`src/rtl/uart_rx_buffered_pkg.sv`:
```
// rtl/uart_rx_buffered_pkg.sv - shared UART definitions: state encodings, frame constants, default divisor
//
// Used by uart_rx_buffered and intended for reuse by a future uart_tx.
//   ST_*                 receiver state encodings (ST_PARITY only reached with UART_RX_PARITY_EN)
//   DATA_BITS            data bits per frame
//   FRAME_BITS           start + data + stop bits per 8N1 frame
//   DEFAULT_CLKS_PER_BIT baud divisor for a 14 ns clock at a 2000 ns bit time
package uart_rx_buffered_pkg;

    localparam int DATA_BITS            = 8;
    localparam int FRAME_BITS           = DATA_BITS + 2;
    localparam int DEFAULT_CLKS_PER_BIT = 143;

    typedef enum logic [2:0] {
        ST_IDLE   = 3'd0,
        ST_START  = 3'd1,
        ST_DATA   = 3'd2,
        ST_PARITY = 3'd3,
        ST_STOP   = 3'd4,
        ST_BREAK  = 3'd5
    } rx_state_t;

endpackage

```
`src/rtl/uart_rx_buffered_sync_fifo.sv`:
```
// rtl/uart_rx_buffered_sync_fifo.sv - show-ahead synchronous FIFO (module sync_fifo)
//
// Ports:
//   clk        clock
//   rst        synchronous active-high reset (flushes contents and pointers)
//   push       write push_data this edge; ignored when full unless pop is also accepted
//   push_data  write data
//   pop        remove head entry this edge; ignored when empty
//   head       registered head entry (show-ahead)
//   full       DEPTH entries held
//   empty      no entries held
module sync_fifo #(
    parameter int WIDTH = 8,
    parameter int DEPTH = 4
) (
    input  logic             clk,
    input  logic             rst,
    input  logic             push,
    input  logic [WIDTH-1:0] push_data,
    input  logic             pop,
    output logic [WIDTH-1:0] head,
    output logic             full,
    output logic             empty
);

    localparam int AW = $clog2(DEPTH);

    logic [WIDTH-1:0] mem [DEPTH];
    logic [AW-1:0]    wr_ptr;
    logic [AW-1:0]    rd_ptr;
    logic [AW:0]      count;
    logic             do_push;
    logic             do_pop;

    assign full  = (count == (AW+1)'(DEPTH));
    assign empty = (count == '0);
    assign head  = mem[rd_ptr];

    // A push into a full FIFO is allowed when the head leaves on the same edge.
    assign do_pop  = pop && !empty;
    assign do_push = push && (!full || do_pop);

    always_ff @(posedge clk) begin
        if (rst) begin
            wr_ptr <= '0;
            rd_ptr <= '0;
            count  <= '0;
            for (int i = 0; i < DEPTH; i++) begin
                mem[i] <= '0;
            end
        end else begin
            if (do_push) begin
                mem[wr_ptr] <= push_data;
                wr_ptr      <= wr_ptr + AW'(1);
            end
            if (do_pop) begin
                rd_ptr <= rd_ptr + AW'(1);
            end
            case ({do_push, do_pop})
                2'b10:   count <= count + (AW+1)'(1);
                2'b01:   count <= count - (AW+1)'(1);
                default: count <= count;
            endcase
        end
    end

endmodule

```
`src/rtl/uart_rx_buffered.sv`:
```
// rtl/uart_rx_buffered.sv - 8N1 UART receiver with mid-bit sampling and a valid/ready output FIFO
//
// Optional build macro: UART_RX_PARITY_EN (8E1 framing, adds PARITY_ERR output)
// Ports:
//   CLK         system clock
//   RST         synchronous active-high reset
//   RS_RX       asynchronous serial input, idle high
//   DATA        FIFO head byte, meaningful while VALID=1
//   VALID       FIFO non-empty
//   READY       consumer accepts DATA on VALID&&READY at a CLK edge
//   FRAME_ERR   one-cycle pulse: stop bit sampled low
//   OVERRUN     one-cycle pulse: byte completed into a full FIFO with no pop
//   PARITY_ERR  one-cycle pulse: even parity failed (UART_RX_PARITY_EN only)
module uart_rx_buffered
    import uart_rx_buffered_pkg::*;
#(
    parameter int CLKS_PER_BIT = DEFAULT_CLKS_PER_BIT,
    parameter int FIFO_DEPTH   = 4
) (
    input  logic       CLK,
    input  logic       RST,
    input  logic       RS_RX,
    output logic [7:0] DATA,
    output logic       VALID,
    input  logic       READY,
    output logic       FRAME_ERR,
`ifdef UART_RX_PARITY_EN
    output logic       PARITY_ERR,
`endif
    output logic       OVERRUN
);

    localparam int CW = $clog2(CLKS_PER_BIT);
    localparam logic [CW-1:0] HALF_LOAD = CW'(CLKS_PER_BIT / 2 - 1);
    localparam logic [CW-1:0] FULL_LOAD = CW'(CLKS_PER_BIT - 1);

    rx_state_t      state;
    logic           rx_meta;
    logic           rx_s;
    logic [CW-1:0]  cnt;
    logic [2:0]     bit_idx;
    logic [7:0]     shreg;
    logic           expired;
    logic           parity_ok;
    logic           push;
    logic           pop;
    logic           fifo_full;
    logic           fifo_empty;

`ifdef UART_RX_PARITY_EN
    logic           par_bit;
    assign parity_ok = ~^{shreg, par_bit};
`else
    assign parity_ok = 1'b1;
`endif

    assign expired = (cnt == '0);

    // Push happens on the stop-bit sample edge itself, so VALID follows one cycle later.
    assign push  = (state == ST_STOP) && expired && rx_s && parity_ok;
    assign pop   = VALID && READY;
    assign VALID = !fifo_empty;

    sync_fifo #(
        .WIDTH (8),
        .DEPTH (FIFO_DEPTH)
    ) u_fifo (
        .clk       (CLK),
        .rst       (RST),
        .push      (push),
        .push_data (shreg),
        .pop       (pop),
        .head      (DATA),
        .full      (fifo_full),
        .empty     (fifo_empty)
    );

    always_ff @(posedge CLK) begin
        if (RST) begin
            rx_meta    <= 1'b1;
            rx_s       <= 1'b1;
            state      <= ST_IDLE;
            cnt        <= '0;
            bit_idx    <= '0;
            shreg      <= '0;
            FRAME_ERR  <= 1'b0;
            OVERRUN    <= 1'b0;
`ifdef UART_RX_PARITY_EN
            par_bit    <= 1'b0;
            PARITY_ERR <= 1'b0;
`endif
        end else begin
            rx_meta   <= RS_RX;
            rx_s      <= rx_meta;
            FRAME_ERR <= 1'b0;
            OVERRUN   <= push && fifo_full && !pop;
`ifdef UART_RX_PARITY_EN
            PARITY_ERR <= 1'b0;
`endif
            case (state)
                ST_IDLE: begin
                    if (!rx_s) begin
                        state <= ST_START;
                        cnt   <= HALF_LOAD;
                    end
                end
                ST_START: begin
                    if (!expired) begin
                        cnt <= cnt - CW'(1);
                    end else if (!rx_s) begin
                        state   <= ST_DATA;
                        cnt     <= FULL_LOAD;
                        bit_idx <= '0;
                    end else begin
                        // Start bit did not hold to mid-bit: treat as a glitch.
                        state <= ST_IDLE;
                    end
                end
                ST_DATA: begin
                    if (!expired) begin
                        cnt <= cnt - CW'(1);
                    end else begin
                        shreg   <= {rx_s, shreg[7:1]};
                        cnt     <= FULL_LOAD;
                        bit_idx <= bit_idx + 3'd1;
                        if (bit_idx == 3'd7) begin
`ifdef UART_RX_PARITY_EN
                            state <= ST_PARITY;
`else
                            state <= ST_STOP;
`endif
                        end
                    end
                end
`ifdef UART_RX_PARITY_EN
                ST_PARITY: begin
                    if (!expired) begin
                        cnt <= cnt - CW'(1);
                    end else begin
                        par_bit <= rx_s;
                        cnt     <= FULL_LOAD;
                        state   <= ST_STOP;
                    end
                end
`endif
                ST_STOP: begin
                    if (!expired) begin
                        cnt <= cnt - CW'(1);
                    end else if (rx_s) begin
                        // Return to IDLE at mid-stop so a back-to-back start edge is caught.
                        state <= ST_IDLE;
`ifdef UART_RX_PARITY_EN
                        PARITY_ERR <= !parity_ok;
`endif
                    end else begin
                        FRAME_ERR <= 1'b1;
                        state     <= ST_BREAK;
                    end
                end
                ST_BREAK: begin
                    // Held-low line: one FRAME_ERR only, wait for the line to recover.
                    if (rx_s) begin
                        state <= ST_IDLE;
                    end
                end
                default: state <= ST_IDLE;
            endcase
        end
    end

endmodule

```
`config.mk`:
```
export PLATFORM = sky130hd
export DESIGN_NAME = uart_rx_buffered
export DESIGN_NICKNAME = d
export VERILOG_FILES = /design/src/rtl/uart_rx_buffered_pkg.sv /design/src/rtl/uart_rx_buffered_sync_fifo.sv /design/src/rtl/uart_rx_buffered.sv
export SDC_FILE = /design/constraint.sdc
export NUM_CORES = 1
export LEC_CHECK = 0
export ABC_CLOCK_PERIOD_IN_PS = 7750
export CAP_MARGIN = 40
export CORE_MARGIN = 2
export CORE_UTILIZATION = 38
export CTS_BUF_LIST = sky130_fd_sc_hd__clkbuf_8
export DETAILED_ROUTE_END_ITERATION = 16
export DONT_BUFFER_PORTS = 1
export GPL_ROUTABILITY_DRIVEN = 0
export HOLD_SLACK_MARGIN = 0.02
export SETUP_SLACK_MARGIN = 0.15
export SYNTH_ARGS = -nofsm -noshare
export SYNTH_HDL_FRONTEND = slang
export SYNTH_SLANG_ARGS = --single-unit
export TNS_END_PERCENT = 30
```
`constraint.sdc`:
```
create_clock -name CLK -period 7.75 [get_ports CLK]
set_input_delay 0.3875 -clock CLK [delete_from_list [all_inputs] [get_ports CLK]]
set_output_delay 0.3875 -clock CLK [all_outputs]
set_load 0.01 [all_outputs]
```
# Word-level counts from Yosys, hierarchy flattened
# Memories as Yosys holds them, arrays and structs flattened. A register that Yosys moved wholly into a read port is not among the register bits.
# Cells that the tools add are included.
[classes]
addsub = 6
n_mul = 0
div = 0
magnitude_cmp = 0
n_eq_ne = 17
n_shift = 0
muxes = 31
n_bitwise = 2
reduce_logical = 23
[op_table]
columns = ["cell", "count"]
rows = [
  ["$mux W8", 6],
  ["$pmux W8 S4", 1],
  ["$mux W3", 10],
  ["$ne A2 B2 Y1 const B", 8],
  ["$pmux W3 S5", 1],
  ["$eq A3 B3 Y1 const B", 4],
  ["$pmux W3 S2", 2],
  ["$logic_not A8 Y1", 1],
  ["$mux W2", 4],
  ["$reduce_and A4 Y1", 2],
  ["$reduce_or A8 Y1", 1],
  ["$sub A8 B1 Y8 const B", 1],
  ["$logic_and A1 B1 Y1", 7],
  ["$mux W1", 7],
  ["$add A3 B1 Y3 const B", 2],
  ["$logic_not A3 Y1", 2],
  ["$reduce_and A6 Y1", 1],
  ["$add A2 B1 Y2 const B", 2],
  ["$reduce_bool A2 Y1", 2],
  ["$reduce_bool A4 Y1", 1],
  ["$eq A3 B1 Y1 const B", 1],
  ["$eq A3 B2 Y1 const B", 1],
  ["$logic_not A1 Y1", 3],
  ["$ne A3 B3 Y1 const B", 1],
  ["7 further kinds", 8],
]
[totals]
regBits = 33
latchBits = 0
mem_bits_rw = 32
mem_bits_ro = 0
in_bits = 4
out_inout_bits = 11
wordCells = 91
n_memories = 1
[memory_table]
columns = ["name", "depth", "word_bits", "read_ports", "rd_ports_with_merged_regs", "wr", "line", "rtl"]
rows = [
  ["u_fifo.mem", 4, 8, 1, 1, 4, "uart_rx_buffered_sync_fifo.sv:28", "logic [WIDTH-1:0] mem [DEPTH];"],
]

# Depth between registers and ports, before layout
[depth]
word_depth = 11
depth_mapped = 11

# Hierarchy
# A second synthesis with hierarchy kept.
[hier_totals]
cells_unflattened = 303
hier_area_um2 = 3384.5
[modules_own_cells]
columns = ["module", "n_inst", "cells_per_inst", "area_per_inst_um2", "seq_area_each_um2"]
rows = [
  ["sync_fifo", 1, 131, 1853.0, 1141.1],
  ["uart_rx_buffered", 1, 172, 1531.5, 520.5],
]

# Worst setup path before layout
# No wires, ideal clock.
[synth_path]
path_kind = "flip-flop to flip-flop"
from = "register cnt[4]"
to = "memory u_fifo.mem[3][0], enable pin"
arrival_time_ps = 2797
required_ps = 7352
path_slack_ps = 4555
stages_incl_launch_ff = 7
n_path_buf = 3
period_less_slack_ps = 3195
cell_sequence = "dfxtp_1 buf_6 or4_4 buf_6 or4_4 buf_6 o41ai_1"
[synth_lines]
columns = ["element", "line", "rtl"]
rows = [
  ["start: declaration", "uart_rx_buffered.sv:40", "logic [CW-1:0] cnt;"],
  ["start signal: assignment", "uart_rx_buffered.sv:109", "cnt <= cnt - CW'(1);"],
  ["start signal: assignment", "uart_rx_buffered.sv:121", "cnt <= cnt - CW'(1);"],
  ["start signal: assignment", "uart_rx_buffered.sv:148", "cnt <= cnt - CW'(1);"],
  ["end: declaration", "uart_rx_buffered_sync_fifo.sv:28", ""],
]

# Final worst setup path
[layout_path]
from = "register state[2]"
to = "register u_fifo.count[1]"
[layout_between]
elab_chain_len = 6
[layout_rtl]
columns = ["element", "line", "rtl"]
rows = [
  ["start: declaration", "uart_rx_buffered.sv:37", "rx_state_t state;"],
  ["start signal: assignment", "uart_rx_buffered.sv:82", "state <= ST_IDLE;"],
  ["start signal: assignment", "uart_rx_buffered.sv:103", "state <= ST_START;"],
  ["start signal: assignment", "uart_rx_buffered.sv:111", "state <= ST_DATA;"],
  ["$eq A3 B3 Y1 (*)", "uart_rx_buffered.sv:60", "assign push = (state == ST_STOP) && expired && rx_s && parity_ok;"],
  ["$logic_and A1 B1 Y1 (*) (2 in series)", "uart_rx_buffered.sv:60", ""],
  ["$logic_and A1 B1 Y1 (*)", "uart_rx_buffered_sync_fifo.sv:41", "assign do_push = push && (!full || do_pop);"],
  ["$eq A2 B1 Y1 or $eq A2 B2 Y1 (tied branches)", "uart_rx_buffered_sync_fifo.sv:59", "case ({do_push, do_pop})"],
  ["$pmux W3 S2 or $reduce_bool A2 Y1 (tied branches)", "n/a", ""],
  ["end signal: assignment", "uart_rx_buffered_sync_fifo.sv:60", "2'b10: count <= count + (AW+1)'(1);"],
  ["end signal: assignment", "uart_rx_buffered_sync_fifo.sv:61", "2'b01: count <= count - (AW+1)'(1);"],
  ["end signal: assignment", "uart_rx_buffered_sync_fifo.sv:62", "default: count <= count;"],
  ["end: declaration", "uart_rx_buffered_sync_fifo.sv:31", "logic [AW:0] count;"],
]
# Mark *: on every way between the ends. The rest lies on a longest branch, timed or not.
# A chain may end at the register's enable or synchronous reset.

==> flow_summary_export.csv <==
group,metric,value,unit
yosys,yosysSeqAreaShare,50.69,%
global_routing,grt_max_degree,39,
global_routing,track_usage,14.58,%
yosys,synthCells,300,
clocking,clockBufferDepth,2,
global_routing,grt_pass1_wl,10.97,mm
timing,setup_viol,0,
floorplanning,start_util,39.50,%
timing,finalCritPeriodShare,38.67,%
clocking,cts.repair.resized,0,
placement,dpl_worst_slack,4762,ps
timing,skew,9.491,ps
worst_setup_path,cp_max_fo,13,
yosys,synthesis.nets,308,
global_routing,first_global_vias,2177,
clocking,clock_latency,350,ps
hold_path,hold_class,"in2reg",
yosys,synth_common_cells,"35 x dfxtp_1, 33 x and2_1, 32 x edfxtp_1",
floorplanning,die_h,96.88,µm
timing,slew_headroom,47.26,%
layout,drive_gt1_share,14.24,%
worst_setup_path,worstSetupStartpointType,"flop",
worst_setup_path,path_buf_inv,0,
yosys,synthFlopType,"dfxtp_1",
yosys,yosys.cell_count.top_type,"dfxtp_1",
placement,dpl_cell_area,0.003344,mm²
yosys,synth_area_leader_cell,"edfxtp_1",
floorplanning,io_pins,15,
pwr,power.density,205.4,mW/mm²
detailed_routing,drt-total-wl,6.391,mm
clocking,hold_buffers,0,
yosys,async_flop_share,0,%
worst_setup_path,crit_arrival,3290,ps
detailed_routing,vias,2209,
floorplanning,die_width,96.88,µm
pwr,cellLeakagePower,1.213,nW
hold_path,worstHoldStart,"RST",
layout,fin_nets,305,
worst_setup_path,path_cells,"or3b_2 > or4_4 > nand2_1 > fa_1 > or3_1 > nor3_1 > a311o_1",
worst_setup_path,crit_family,"simple AND/OR/NAND/NOR gates",
clocking,clk_pin_slew,80,ps
timing,fmax,333.7,MHz
timing,drv_slew,0,
run_status,outcome,"finished clean",
detailed_routing,remaining_drc_errors,0,
floorplanning,core,0.008299,mm²
yosys,syn_area_per_cell,10.93,µm²
worst_setup_path,cp.required,8040,ps
yosys,netlist-cell-type-count,58,
yosys,synth_area_leaders,"edfxtp_1 29%, dfxtp_1 21%, and2_1 6.3%",
worst_setup_path,r2r_start,"state[2]$_SDFFE_PP0P_",
clocking,cts_buffers,9,
yosys,synth_top_area_share,29.31,%
detailed_routing,routedWlPerCell,15.70,µm
detailed_routing,drt.antenna.violating_nets,0,
yosys,netlist_area,0.003278,mm²
timing,period_minus_slack,2997,ps
timing,finalWorstSetupSlack,4753,ps
worst_setup_path,cp_slowest_cell,"or4_4",
clocking,root_buffer,"clkbuf_8",
run,cap_violations,0,
layout,design_area,0.003545,mm²
worst_setup_path,max_stage_delay,660,ps
layout,final_util,42.71,%
placement,dpl.hpwl,4.492,mm
worst_setup_path,endpoint_kind,"flop",
layout,area_growth,8.130,%
timing,setup_tns,0,ps
worst_setup_path,crit_path_start,"state[2]$_SDFFE_PP0P_",
clocking,cts_setup_buffers,0,
clocking,htreeDepth,3,
pwr,irDropWorstVdd,78.07,µV
clocking,clock-sinks,67,
yosys,synth_edf_count,32,
layout,final.fill_count,800,
worst_setup_path,critical_path_class,"reg2reg",
clocking,cts_tree,"done",
timing,rsz0062_at_grt,"false",
floorplanning,rows,33,
timing,hold_viol,0,
global_routing,grt-ovfl-total,0,
detailed_routing,firstDrtPassIters,6,
layout,diodes,0,
placement,portBuffers,0,
yosys,ys_ff_latch,67,
timing,tightest_slew,789.4,ps
yosys,ys.warnings.count,0,
detailed_routing,vias_per_cell,5.428,
detailed_routing,drtIter0Drc,147,
floorplanning,die_area,0.009386,mm²
global_routing,antenna_found_initial,0,
==> final timing paths <==
| check | slack, ps | endpoint | cells after the start |
|---|---|---|---|
| setup / recovery | 4750 | u_fifo.count[1]$_SDFFE_PP0P_ | 7 |
| hold / removal | 100 | shreg[1]$_SDFFE_PP0P_ | 1 |
| setup reg to reg | 4750 | u_fifo.count[1]$_SDFFE_PP0P_ | 7 |
| hold reg to reg | 410 | rx_s$_SDFF_PP1_ | 1 |
==> registers in the layout (all words and copies together), names as in the netlist, named ones only <==
name	cells
bit_idx	3
shreg	8
rx_meta	1
rx_s	1
u_fifo.wr_ptr	2
u_fifo.mem	32
u_fifo.count	3
state	3
OVERRUN	1
cnt	8
u_fifo.rd_ptr	2
FRAME_ERR	1
==> metal layers <==
metal  vias up  global-route usage, %  wire length, µm  part of all wire, %
li1       1109                      -                -                    -
met1      1051                  19.41             3119                   49
met2        41                  22.65             2947                   46
met3         8                  3.902              225                  3.5
met4         0                  5.742               98                  1.5
met5         -                      0                0                    0
==> area by class of cell <==
type                    instances  area, µm²  share of cell area, %
repair buffers                  4      26.28                 0.7413
well taps                     105      131.4                  3.706
clock buffers                   9      123.9                  3.495
clock inverters                 7      68.82                  1.941
inverters                       9      33.78                 0.9531
flip-flops and latches         67       1662                  46.88
multi-input cells             206       1499                  42.29
==> cells in the final DEF (no fill, tap or decap), drive strengths merged, types with 8 or more instances in the layout <==
master  Yosys  layout
a21oi      13      13
dfxtp      35      35
nand2      26      26
nand3       8       8
nor4       13      13
and2       33      33
edfxtp     32      32
nor2       19      19
clkbuf     13      10
nor3        9       9
mux4        8       8
inv         9       9
==> kinds of logic (layout without fill, tap and decap cells) <==
kind of cell             after synthesis  in the layout  share of synthesized area, %
multiplexers                          11             11                         6.412
XOR/XNOR                               5              5                         1.336
AO/OA/AOI/OAI                         51             51                         11.15
flip-flops                            67             67                         50.69
buffers and inverters                 27             29                         3.816
adder cells (fa/ha/maj)                4              4                         1.756
AND/OR/NAND/NOR                      135            135                         24.85
==> where the power goes <==
| group | internal (mW) | switching (mW) |
|---|---|---|
| Combinational | 0.0196 | 0.0340 |
| Clock | 0.147 | 0.142 |
| Sequential | 0.379 | 0.00686 |
==> stage by stage <==
step                      instances  power [mW]  hold slack, ps
after floorplan                 300      0.4383           389.5
after global placement          389      0.4449           405.0
after detailed placement        390      0.4463           397.6
after CTS                       406      0.7344           84.11
after global routing            407      0.7575           83.52
final                           407      0.7280           104.9
Note: power is estimated with default switching activity, not from simulation.
